$ cat src/rtl/aes_out_serializer.sv
// Buffers 128-bit AES result blocks in a small FIFO and streams each one out as four 32-bit words.
// Optional macro AES_OUT_DROP_CNT_EN adds a saturating 16-bit drop_count output.
module aes_out_serializer #(
  parameter int DEPTH     = 2,
  parameter int MSW_FIRST = 1
) (
  input  logic                     clk,
  input  logic                     reset,
  input  logic [127:0]             blk_data,
  input  logic                     blk_valid,
  output logic [31:0]              word_data,
  output logic                     word_valid,
  input  logic                     word_ready,
  output logic                     word_last,
  output logic [$clog2(DEPTH):0]   fifo_count,
  output logic                     overflow
`ifdef AES_OUT_DROP_CNT_EN
  ,
  output logic [15:0]              drop_count
`endif
);

  localparam int AW = $clog2(DEPTH);
  localparam int CW = AW + 1;

  typedef enum logic {IDLE, SEND} state_t;

  state_t          state;
  logic [AW-1:0]   wr_ptr;
  logic [AW-1:0]   rd_ptr;
  logic [1:0]      word_idx;
  logic [127:0]    mem [DEPTH];

  logic            pop;
  logic            full;
  logic            wr_en;
  logic            drop;
  logic [1:0]      lane;
  logic [127:0]    head;

  assign pop   = word_valid && word_ready && (word_idx == 2'd3);
  assign full  = (fifo_count == CW'(DEPTH));
  // A full FIFO still takes a block when the head's last word leaves this cycle.
  assign wr_en = blk_valid && (!full || pop);
  assign drop  = blk_valid && !wr_en;

  assign head      = mem[rd_ptr];
  assign lane      = (MSW_FIRST != 0) ? (2'd3 - word_idx) : word_idx;
  assign word_data = word_valid ? head[{lane, 5'b0} +: 32] : 32'h0;
  assign word_last = word_valid && (word_idx == 2'd3);

  // Storage is not reset; reads are masked by word_valid.
  always_ff @(posedge clk) begin
    if (wr_en) mem[wr_ptr] <= blk_data;
  end

  always_ff @(posedge clk or negedge reset) begin
    if (!reset) begin
      state      <= IDLE;
      word_valid <= 1'b0;
      wr_ptr     <= '0;
      rd_ptr     <= '0;
      word_idx   <= 2'd0;
      fifo_count <= '0;
      overflow   <= 1'b0;
    end else begin
      if (wr_en) wr_ptr <= wr_ptr + AW'(1);
      if (pop) rd_ptr <= rd_ptr + AW'(1);
      if (word_valid && word_ready) word_idx <= word_idx + 2'd1;
      case ({wr_en, pop})
        2'b10:   fifo_count <= fifo_count + CW'(1);
        2'b01:   fifo_count <= fifo_count - CW'(1);
        default: fifo_count <= fifo_count;
      endcase
      if (drop) overflow <= 1'b1;
      case (state)
        IDLE: begin
          if (wr_en) begin
            state      <= SEND;
            word_valid <= 1'b1;
          end
        end
        SEND: begin
          if (pop && !wr_en && (fifo_count == CW'(1))) begin
            state      <= IDLE;
            word_valid <= 1'b0;
          end
        end
        default: begin
          state      <= IDLE;
          word_valid <= 1'b0;
        end
      endcase
    end
  end

`ifdef AES_OUT_DROP_CNT_EN
  always_ff @(posedge clk or negedge reset) begin
    if (!reset) begin
      drop_count <= 16'h0;
    end else if (drop && (drop_count != 16'hFFFF)) begin
      drop_count <= drop_count + 16'h1;
    end
  end
`endif

endmodule

$ cat config.mk
export PLATFORM = sky130hd
export DESIGN_NAME = aes_out_serializer
export DESIGN_NICKNAME = d
export VERILOG_FILES = /design/src/rtl/aes_out_serializer.sv
export SDC_FILE = /design/constraint.sdc
export NUM_CORES = 1
export LEC_CHECK = 0
export BUFFER_PORTS_ARGS = -buffer_cell sky130_fd_sc_hd__buf_2
export CAP_MARGIN = 25
export CELL_PAD_IN_SITES_DETAIL_PLACEMENT = 2
export CELL_PAD_IN_SITES_GLOBAL_PLACEMENT = 2
export CORE_MARGIN = 1.5
export CORE_UTILIZATION = 46
export DETAILED_ROUTE_END_ITERATION = 8
export PLACE_DENSITY_LB_ADDON = 0.08
export SETUP_SLACK_MARGIN = 0.02
export SLEW_MARGIN = 5
export SYNTH_ARGS = -nofsm -noshare
export SYNTH_HDL_FRONTEND = slang
export SYNTH_SLANG_ARGS = --single-unit
$ cat constraint.sdc
create_clock -name clk -period 13.15 [get_ports clk]
set_input_delay 2.63 -clock clk [delete_from_list [all_inputs] [get_ports clk]]
set_output_delay 2.63 -clock clk [all_outputs]
set_load 0.02 [all_outputs]
==> metrics.yaml, run 1 <==
seq_area_um2: 7920
ios: 169
cts_root_buf: "sky130_fd_sc_hd__clkbuf_16"
tightest_slew_ns: 1.06
min-delay-path-class: "register to register"
fin_skew_ns: 0.00715
synth_warnings: 0
intPower_uw: 1950
power.net_switching_uw: 1010
detailedRoute.firstPassIterationCount: 5
tritoncts.num_buffers: 27
synth-edff-count: 256
clock_latency_ns: 0.53
hold_path_depth: 1
maximum_number_of_pins_on_one_net_before_global_route_repair: 67
max_freq_ghz: 0.170
ys_ff_latch: 265
run_status: "complete, no violations"
io_buffers: 168
worstReg2RegEnd: "mem[1][18]$_DFFE_PP_"
synthesis.nets: 625
die_height_um: 152
r2r.worst_path.cells: 5
clock_power_share_pct: 23.8
syn_area_per_cell_um2: 21.0
cts_htree_levels: 1
cts_resized: 0
multi_input_area_um2: 2180
critical_path.max_fanout: 62
layout.nets: 796
yosys.cell_types.count: 31
synth.yosys.seq_area_share_pct: 77.1
clock_tree.buffer_depth: 3
clkSinkCount: 265
slew_headroom_pct: 29.6
power.share.switching_pct: 34.1
tritoncts: "yes"
post_drt_wl_per_cell_um: 27.3
holdCritStartpoint: "overflow$_DFFE_PN0P_"
crit_required_ns: 10.52
core.rowCount: 54
synth_top_flop_cell: "sky130_fd_sc_hd__edfxtp_1"
synth_async_sr_flop_share_pct: 3.40
fillerInstances: 1897
p_leak_uw: 0.00454
startpoint_type: "register"
post-route-period-util_pct: 44.8
pre_cts_setup_slack_ns: 7.64
post-cts-setup-buffers: 0
vdd_ir_drop_max_uv: 154
seq_power_share_pct: 43.4
wire_length_of_the_first_global_routing_pass_um: 38500
fin_crit_ns: 5.89
launching_instance_or_port_of_the_critical_path: "word_idx[1]$_DFFE_PN0P_"
route.detailed.drc: 0
timing.final.max_slew_violations: 0
ant_nets: 0
cts_hold_repair_buffers: 0
coreArea_um2: 21900
final_critical_path_setup_slack_ns: 7.26
drtIter0Drc: 314
crit_path_end_kind: "output pin"
postSynthCellCount: 490
area_growth_syn_to_layout_pct: 18.6
global_route.usage.total_pct: 22.3
post_route_cells_drive_above_1_share_pct: 37.4
dpl.hpwl_um: 16600
setup_violations: 0
grt_setup_unrepaired: "false"
drv_cap: 0
die_width_um: 152
syn_area_um2: 10300
pwr-share-comb_pct: 32.8
routed_wirelength_um: 26400
ff2ff_setup_slack_ns: 8.96
effective_utilization_at_floorplan_pct: 46.9
rr_startpoint: "word_idx[0]$_DFFE_PN0P_"
antenna_found_initial: 8
via_total_after_detailed_routing: 5462
endpoint_of_the_worst_hold_path: "overflow$_DFFE_PN0P_"
overflow: 0
clk_pin_slew_ns: 0.06
totalNegativeSetupSlack_ns: 0
detail_route.vias_per_cell: 5.65
crit_path_class: "register to output pin"
hold_viol_final: 0
place_congestion: 0.729
worst_ep_arrival_time_ns: 3.26
first_global_vias: 6265
power_per_cell_area_nw_per_um2: 244
dieArea_um2: 23200
[worst max-delay path by stage]
| stage | cells past startpoint | slack, ns | end |
|---|---|---|---|
| 2_1_floorplan | 3 | 3.65 | mem[0][0]$_DFFE_PP_ |
| 3_3_place_gp | 5 | 7.73 | mem[1][114]$_DFFE_PP_ |
| 3_5_place_dp | 5 | 7.64 | mem[1][113]$_DFFE_PP_ |
| 4_1_cts | 5 | 7.22 | word_data[29] |
| 5_1_grt | 5 | 7.10 | word_data[17] |
| 6_report | 5 | 7.26 | word_data[22] |
[state kept, by name, indices dropped and copies added (netlist names)]
| register | cells |
|---|---|
| word_valid | 1 |
| state | 1 |
| word_idx | 2 |
| overflow | 1 |
| rd_ptr | 1 |
| fifo_count | 2 |
| mem | 256 |
| wr_ptr | 1 |
[area by class of cell]
class / count / area share, %
clock buffer: 32 / 5.70
inverter: 2 / 0.0616
timing repair buffer: 174 / 7.44
tap: 280 / 2.88
multi-input combinational: 191 / 17.9
sequential: 265 / 65.0
antenna: 6 / 0.123
clock inverter: 16 / 0.853
[metrics by stage]
step / hold slack (ns) / utilization [%] / instances / cell area, µm² / total power [µW]
floorplan: 0.455 / - / 490 / 10300 / 1980
global placement: 0.497 / 51.8 / 911 / 11300 / 2210
detailed placement: 0.510 / 51.9 / 912 / 11400 / 2290
CTS: 0.523 / 55.6 / 960 / 12200 / 3000
global route: 0.548 / 55.6 / 964 / 12200 / 3090
finish: 0.523 / 55.6 / 966 / 12200 / 2970
[power groups by stage]
stage / clock network (µW) / registers [µW] / logic [µW]
2_1_floorplan: 0 / 1250 / 733
3_3_place_gp: 0 / 1280 / 934
3_5_place_dp: 0 / 1310 / 980
4_1_cts: 718 / 1290 / 988
5_1_grt: 748 / 1300 / 1040
6_report: 706 / 1290 / 973
[critical path, stage by stage, from the launching register on]
cell                      delay, ns
sky130_fd_sc_hd__dfrtp_4       0.86
sky130_fd_sc_hd__buf_4         0.92
sky130_fd_sc_hd__mux2i_1       0.19
sky130_fd_sc_hd__a22oi_1       0.32
sky130_fd_sc_hd__o211a_1       0.21
sky130_fd_sc_hd__buf_2         0.16
[cell usage after synthesis (all sizes together) (2+ instances only)]
library cell  count  area, µm²
edfxtp          256       7690
mux2i            65        651
a22oi            32        240
mux4             32        721
o211a            32        320
buf              19        136
clkbuf           13       48.8
dfrtp             9        225
and2              3       18.8
ha                3       37.5
xnor2             3       26.3
a21boi            2       15.0
inv               2       7.51
nand2             2       7.51
nand3             2       10.0
nor2b             2       12.5
[cells in the final DEF, fill, tap and decap left out, drive strengths merged]
cell	count
a21boi	2
a22o	1
a22oi	32
a31o	1
and2	3
and3	1
buf	174
bufinv	1
clkbuf	32
clkinv	13
clkinvlp	1
dfrtp	9
diode	6
edfxtp	256
ha	3
inv	3
mux2	1
mux2i	65
mux4	32
nand2	2
nand2b	1
nand3	2
nand3b	1
nand4	1
nor2b	2
o211a	32
o211ai	1
o21bai	1
o22a	1
or3	1
or4b	1
xnor2	3
xor2	1
[logic make-up after synthesis]
group | synth area share (%)
XOR/XNOR | 0.341
AO/OA/AOI/OAI | 6.01
adder cells (fa/ha/maj) | 0.366
buffers and inverters | 1.88
AND/OR/NAND/NOR | 0.890
flip-flops | 77.1
multiplexers | 13.5
[routing by layer]
| layer | track usage [%] | part of all wire, % |
|---|---|---|
| met2 | 42.1 | 55 |
| met4 | 5.72 | 2.2 |
| met1 | 25.8 | 38 |
| met3 | 4.38 | 4.7 |
| met5 | 0 | 0.049 |
(Power assumes the default switching activity.)
==> inputs of run 2 (changes only) <==
--- a/config.mk
+++ b/config.mk
@@ -5,12 +5,13 @@
 export SDC_FILE = /design/constraint.sdc
 export NUM_CORES = 1
 export LEC_CHECK = 0
+export ABC_AREA = 1
 export BUFFER_PORTS_ARGS = -buffer_cell sky130_fd_sc_hd__buf_2
 export CAP_MARGIN = 25
 export CELL_PAD_IN_SITES_DETAIL_PLACEMENT = 2
 export CELL_PAD_IN_SITES_GLOBAL_PLACEMENT = 2
 export CORE_MARGIN = 1.5
-export CORE_UTILIZATION = 46
+export CORE_UTILIZATION = 33
 export DETAILED_ROUTE_END_ITERATION = 8
 export PLACE_DENSITY_LB_ADDON = 0.08
 export SETUP_SLACK_MARGIN = 0.02
==> constraint.sdc (replaced) <==
create_clock -name clk -period 4.9 [get_ports clk]
set_input_delay 0.98 -clock clk [delete_from_list [all_inputs] [get_ports clk]]
set_output_delay 0.98 -clock clk [all_outputs]
set_load 0.02 [all_outputs]
==> run 2 against run 1 <==
  * Count of clock-buffer cells in the layout increased by 11
  * Non-clock buffer count up 9
  * Sequential share of layout area down 8.1 points
  * Utilization shrank 15 points
  * Clock power rose to 3.1 times the previous value
  * Sequential power grew to 2.6 times the previous value
  * Highest routed layer unchanged
  * Critical path type unchanged
  * Clock skew grew 0.0068 ns
  * Global-route usage fell by 4.0 points
==> metrics.yaml, run 2 <==
run_status: "complete, no violations"
vdd_ir_drop_max_uv: 301  # +96%
syn_area_per_cell_um2: 10.0  # -52%
syn_area_um2: 11600  # +13%
total_power_uw: 8930  # +200%
postPlaceCellArea_um2: 12900  # +14%
setup_violations: 0  # unchanged
effective_utilization_at_floorplan_pct: 33.6  # -13 points
r2r.worst_path.cells: 6  # +1
postSynthCellCount: 1163  # +140%
max_freq_ghz: 0.255
yosys-top-cells-count: "sky130_fd_sc_hd__nand2_1, sky130_fd_sc_hd__inv_1, sky130_fd_sc_hd__edfxtp_1, sky130_fd_sc_hd__nand3_1, sky130_fd_sc_hd__nor2_1"
cts_htree_levels: 1  # unchanged
numPlacedInstances: 1748  # +92%
final_critical_path_setup_slack_ns: 0.977  # -6.28 ns
ios: 169  # unchanged
peak_per_stage_delay_on_the_critical_path_ns: 0.66  # -0.26 ns
coreArea_um2: 34600  # +58%
p_leak_uw: 0.00653  # +44%
yosys.area_share.adder_pct: 0.323  # -0.043 points
min-delay-path-class: "input port to asynchronous set/reset pin"
fin_util_pct: 40.2  # -15 points
critical_path.max_fanout: 61  # -1.6%
fin_skew_ns: 0.0139  # +0.00680 ns
layout.nets: 1461  # +84%
global_route.usage.total_pct: 18.3  # -4.0 points
ant_nets: 0  # unchanged
share_of_synthesized_cell_area_in_and_or_nand_and_nor_gates_pct: 20.1  # +19 points
pre_cts_setup_slack_ns: 1.50  # -6.14 ns
die_width_um: 191  # +25%
clk_pin_slew_ns: 0.06  # about the same
io_buffers: 168  # unchanged
synth_async_sr_flop_share_pct: 3.40  # unchanged
synth.top_cell.area_share_pct: 66.1  # -8.7 points
synth_warnings: 0  # unchanged
clock_latency_ns: 0.55  # +0.02 ns
fillerInstances: 3746  # +97%
mostFrequentLayoutCells: "sky130_fd_sc_hd__nand2_1, sky130_fd_sc_hd__inv_1, sky130_fd_sc_hd__edfxtp_1, sky130_fd_sc_hd__buf_2, sky130_fd_sc_hd__nand3_1"
routed_wirelength_um: 32700  # +24%
maximum_number_of_pins_on_one_net_before_global_route_repair: 109  # +63%
mostFrequentLayoutCell: "sky130_fd_sc_hd__nand2_1"
synthesis.nets: 1298  # +110%
final_cell_count_no_fill: 1807  # +87%
synth_area_in_xor_xnor_pct: 0.151  # -0.19 points
rr_startpoint: "word_idx[0]$_DFFE_PN0P_"
tightest_slew_ns: 0.901  # -0.155 ns
worstReg2RegEnd: "mem[0][78]$_DFFE_PP_"
wire_length_of_the_first_global_routing_pass_um: 50800  # +32%
crit_slowest_cell: "sky130_fd_sc_hd__dfrtp_4"
synth_mux_area_share_pct: 0.0968  # -13 points
ff2ff_setup_slack_ns: 1.72  # -7.24 ns
dieArea_um2: 36400  # +57%
yosys.cell_types.count: 20  # -35%
startpoint_type: "register"
synth_top_flop_cell: "sky130_fd_sc_hd__edfxtp_1"
core.rowCount: 68  # +26%
drtIter0Drc: 233  # -26%
tritoncts.num_buffers: 31  # +15%
drv_cap: 0  # unchanged
cts_hold_repair_buffers: 0  # unchanged
die_height_um: 191  # +25%
post-route-period-util_pct: 80.1
fin_crit_ns: 3.92
crit_path_end_kind: "output pin"
worst_ep_arrival_time_ns: 2.94  # -0.32 ns
power_per_cell_area_nw_per_um2: 641  # +160%
detailedRoute.firstPassIterationCount: 4  # -1
hold_viol_final: 0  # unchanged
regMostFlops: "mem"
largest_reg_flops: 256  # unchanged
ys_ff_latch: 265  # unchanged
grt_setup_unrepaired: "false"
largest_family_of_logic_cells_by_synthesized_area: "simple AND/OR/NAND/NOR gates"
clkSinkCount: 265  # unchanged
synth-edff-count: 256  # unchanged
synth.yosys.seq_area_share_pct: 68.1  # -9.0 points
largest_registers: "mem x256, fifo_count x2, word_idx x2"
place_congestion: 0.711  # -2.5%
post_drt_wl_per_cell_um: 18.1  # -34%
seq_area_um2: 7920  # unchanged
synth_top_area_cell: "sky130_fd_sc_hd__edfxtp_1"
synth_compound_gate_area_share_pct: 0.291  # -5.7 points
critical_path.cell_chain: "inv_4 -> buf_4 -> nand2_1 -> nand3_1 -> nand3_1 -> nand2_1 -> nor2_1 -> buf_2"
tritoncts: "yes"
fin_area_um2: 13900  # +14%
post_route_cells_drive_above_1_share_pct: 17.9  # -19 points
via_total_after_detailed_routing: 8249  # +51%
dpl.hpwl_um: 20700  # +25%
antenna_found_initial: 3  # -5
yosysMostFrequentCell: "sky130_fd_sc_hd__nand2_1"
clock_tree.buffer_depth: 3  # unchanged
detail_route.vias_per_cell: 4.57  # -19%
cts_resized: 0  # unchanged
route.detailed.drc: 0  # unchanged
cts_root_buf: "sky130_fd_sc_hd__clkbuf_16"
crit_required_ns: 3.92  # -6.60 ns
slew_headroom_pct: 39.9  # +10 points
overflow: 0  # unchanged
multi_input_area_um2: 2450  # +12%
crit_path_class: "register to output pin"
area_growth_syn_to_layout_pct: 19.7
post_synth_main_area_contributors: "sky130_fd_sc_hd__edfxtp_1, sky130_fd_sc_hd__nand2_1, sky130_fd_sc_hd__inv_1"
post-cts-setup-buffers: 0  # unchanged
first_global_vias: 9231  # +47%
timing.final.max_slew_violations: 0  # unchanged
[run 2: where the power goes]
part	switching [µW]	total [µW]	internal, µW	leakage [µW]
logic	2430	3410	976	0.00357
registers	239	3340	3100	0.00248
clock network	901	2180	1280	0.000480
[run 2: cells by family (layout without fill, tap and decap cells)]
group,count (synthesis),count (layout)
AND/OR/NAND/NOR,567,567
buffers and inverters,319,506
flip-flops,265,265
AO/OA/AOI/OAI,6,6
adder cells (fa/ha/maj),3,3
XOR/XNOR,2,2
multiplexers,1,1
other,0,2
[run 2: worst max-delay path by stage]
stage | endpoint | slack, ns | cells past startpoint | from
2_1_floorplan | mem[1][0]$_DFFE_PP_ | -0.26 | 4 | word_ready
3_3_place_gp | word_data[24] | 1.51 | 8 | rd_ptr$_DFFE_PN0P_
3_5_place_dp | word_data[29] | 1.50 | 8 | rd_ptr$_DFFE_PN0P_
4_1_cts | word_data[23] | 0.84 | 8 | rd_ptr$_DFFE_PN0P_
5_1_grt | word_data[22] | 0.74 | 8 | rd_ptr$_DFFE_PN0P_
6_report | word_data[23] | 0.98 | 8 | rd_ptr$_DFFE_PN0P_
[run 2: layout make-up]
class | count | share of cell area, %
Timing Repair Buffer | 183 | 7.21
Tap cell | 455 | 4.09
Clock buffer | 43 | 6.26
Sequential cell | 265 | 56.9
Multi-Input combinational cell | 579 | 17.6
Antenna cell | 2 | 0.0360
Clock inverter | 14 | 0.674
Inverter | 266 | 7.19
[run 2: routing by layer]
| layer | global-route usage [%] | vias up | routed length (µm) |
|---|---|---|---|
| li1 | - | 3966 | - |
| met1 | 22.3 | 4100 | 13900 |
| met2 | 33.9 | 136 | 17000 |
| met3 | 2.50 | 43 | 1060 |
| met4 | 4.45 | 4 | 721 |
| met5 | 0 | - | 26 |
[run 2: critical path: cells and delay by family, from the launching register on]
family	cells	cell delay [ns]
buf+inv	3	1.23
flops	1	0.66
simple gates	5	0.48
[run 2: per-stage QoR]
step	TNS, ns	hold slack [ns]
2_1_floorplan	-63.25	0.465
5_1_grt	0	0.271
4_1_cts	0	0.258
3_3_place_gp	0	0.455
6_report	0	0.275
3_5_place_dp	0	0.457
==> inputs of run 3 (changes only) <==
--- a/config.mk
+++ b/config.mk
@@ -11,7 +11,7 @@
 export CELL_PAD_IN_SITES_DETAIL_PLACEMENT = 2
 export CELL_PAD_IN_SITES_GLOBAL_PLACEMENT = 2
 export CORE_MARGIN = 1.5
-export CORE_UTILIZATION = 33
+export CORE_UTILIZATION = 36
 export DETAILED_ROUTE_END_ITERATION = 8
 export PLACE_DENSITY_LB_ADDON = 0.08
 export SETUP_SLACK_MARGIN = 0.02
==> constraint.sdc (replaced) <==
create_clock -name clk -period 3.72 [get_ports clk]
set_input_delay 0.744 -clock clk [delete_from_list [all_inputs] [get_ports clk]]
set_output_delay 0.744 -clock clk [all_outputs]
set_load 0.02 [all_outputs]
==> run 3 against run 2 <==
  * Design area is 1.4% higher
  * Sequential share of layout area decreased by 0.76 points
  * Flip-flop and latch count did not move
  * Critical path depth decreased by 1
  * Hold slack got worse by 0.19 ns
  * Setup slack worse by 0.57 ns
  * First-iteration DRC count increased by 47%
  * Critical endpoint is now word_data[22]
==> metrics.yaml, run 3 (synthesis results as in run 2) <==
max_freq_ghz: 0.302
post_route_cells_drive_above_1_share_pct: 18.3  # +0.34 points
ant_nets: 0  # unchanged
layout.nets: 1468  # +0.48%
fin_skew_ns: 0.0143  # +0.000341 ns
startpoint_type: "register"
routed_wirelength_um: 32800  # +0.28%
via_total_after_detailed_routing: 8363  # +1.4%
coreArea_um2: 31600  # -8.6%
detailedRoute.firstPassIterationCount: 4  # unchanged
setup_violations: 0  # unchanged
drv_cap: 0  # unchanged
cts_root_buf: "sky130_fd_sc_hd__clkbuf_16"
cts_resized: 0  # unchanged
mostFrequentLayoutCells: "sky130_fd_sc_hd__nand2_1, sky130_fd_sc_hd__inv_1, sky130_fd_sc_hd__edfxtp_1, sky130_fd_sc_hd__buf_2, sky130_fd_sc_hd__nand3_1"
fin_crit_ns: 3.31
post_drt_wl_per_cell_um: 18.6  # +2.8%
overflow: 0  # unchanged
cts_htree_levels: 2  # +1
antenna_found_initial: 1  # -2
tritoncts.num_buffers: 34  # +9.7%
clock_latency_ns: 0.51  # -0.04 ns
detail_route.vias_per_cell: 4.75  # +4.0%
tightest_slew_ns: 0.868  # -0.0334 ns
timing.final.max_slew_violations: 0  # unchanged
route.detailed.drc: 0  # unchanged
cts_hold_repair_buffers: 0  # unchanged
power_per_cell_area_nw_per_um2: 873  # +36%
crit_path_class: "register to output pin"
mostFrequentLayoutCell: "sky130_fd_sc_hd__nand2_1"
first_global_vias: 9391  # +1.7%
area_growth_syn_to_layout_pct: 21.3
crit_required_ns: 2.98  # -0.94 ns
crit_path_end_kind: "output pin"
post-cts-setup-buffers: 0  # unchanged
fin_area_um2: 14100  # +1.4%
clock_tree.buffer_depth: 3  # unchanged
multi_input_area_um2: 2450  # unchanged
clk_pin_slew_ns: 0.06  # about the same
postPlaceCellArea_um2: 13000  # +0.11%
maximum_number_of_pins_on_one_net_before_global_route_repair: 130  # +19%
run_status: "complete, no violations"
min-delay-path-class: "input port to asynchronous set/reset pin"
dieArea_um2: 33400  # -8.2%
p_leak_uw: 0.00665  # +1.8%
dpl.hpwl_um: 20800  # +0.23%
pre_cts_setup_slack_ns: 0.906  # -0.591 ns
wire_length_of_the_first_global_routing_pass_um: 51200  # +0.85%
io_buffers: 168  # unchanged
effective_utilization_at_floorplan_pct: 36.8  # +3.2 points
critical_path.max_fanout: 25  # -59%
tritoncts: "yes"
ios: 169  # unchanged
largest_reg_flops: 256  # unchanged
grt_setup_unrepaired: "false"
drtIter0Drc: 342  # +47%
post-route-period-util_pct: 89.0
clkSinkCount: 265  # unchanged
seq_area_um2: 7920  # unchanged
die_width_um: 183  # -4.2%
slew_headroom_pct: 42.2  # +2.2 points
largest_registers: "mem x256, fifo_count x2, word_idx x2"
place_congestion: 0.701  # -1.4%
regMostFlops: "mem"
hold_viol_final: 0  # unchanged
vdd_ir_drop_max_uv: 482  # +60%
die_height_um: 183  # -4.2%
fillerInstances: 3363  # -10%
total_power_uw: 12300  # +38%
global_route.usage.total_pct: 20.2  # +1.9 points
final_critical_path_setup_slack_ns: 0.409  # -0.568 ns
worst_ep_arrival_time_ns: 2.57  # -0.37 ns
core.rowCount: 65  # -4.4%
## run 3: changes by cell type in the layout (fill, tap and decap cells not counted), sizes merged
cell | before | now
clkbuf | 43 | 48
buf | 183 | 187
bufinv | 1 | 4
clkinv | 12 | 9
clkinvlp | 1 | 0
## run 3: worst max-delay path: stages (launching register included)
cell and delay [ns]:
sky130_fd_sc_hd__dfrtp_2 0.54, sky130_fd_sc_hd__inv_2 0.53, sky130_fd_sc_hd__buf_4 0.33, sky130_fd_sc_hd__nand3_1 0.11, sky130_fd_sc_hd__nand2_1 0.07, sky130_fd_sc_hd__nor2_1 0.04
sky130_fd_sc_hd__nor2_1 0.20, sky130_fd_sc_hd__buf_2 0.20
## run 3: cell type report
cell class / count / share of cell area [%]
antenna: 2 / 0.0355
clock buffer: 48 / 6.93
clock inverter: 13 / 1.15
inverter: 266 / 7.10
multi-input combinational: 579 / 17.4
sequential: 265 / 56.1
tap: 402 / 3.57
timing repair buffer: 187 / 7.68
## run 3: where the power goes
part / total [µW] / internal [µW] / switching, µW
Sequential: 4330 / 4080 / 249
Combinational: 4650 / 1350 / 3300
Clock: 3340 / 2110 / 1230
Total: 12300 / 7540 / 4780
## run 3: layer usage
layer	share of wire (%)	global-route usage [%]
met5	0.040	0
met4	1.4	4.76
met3	3.6	3.15
met2	53	38.1
met1	42	23.9
## run 3: stage by stage
| step | instances | util (%) | hold slack, ns | TNS [ns] |
|---|---|---|---|---|
| after CTS | 1760 | 44.6 | 0.0728 | 0 |
| after global placement | 1699 | 41.0 | 0.450 | 0 |
| final | 1762 | 44.6 | 0.0826 | 0 |
| after floorplan | 1163 | - | 0.448 | -305.85 |
| after global routing | 1760 | 44.6 | 0.0844 | 0 |
| after detailed placement | 1699 | 41.0 | 0.460 | 0 |
## run 3: worst paths after layout
path | start | endpoint | slack (ns) | depth (start not counted)
setup / recovery | word_idx[0]$_DFFE_PN0P_ | word_data[22] | 0.41 | 7
setup reg to reg | word_idx[0]$_DFFE_PN0P_ | mem[0][108]$_DFFE_PP_ | 1.20 | 6
hold reg to reg | overflow$_DFFE_PN0P_ | overflow$_DFFE_PN0P_ | 0.46 | 1
min in group clk | blk_data[61] | mem[1][61]$_DFFE_PP_ | 0.42 | 1
max in group asynchronous | reset | rd_ptr$_DFFE_PN0P_ | 3.42 | 1
hold / removal | reset | word_idx[1]$_DFFE_PN0P_ | 0.08 | 1
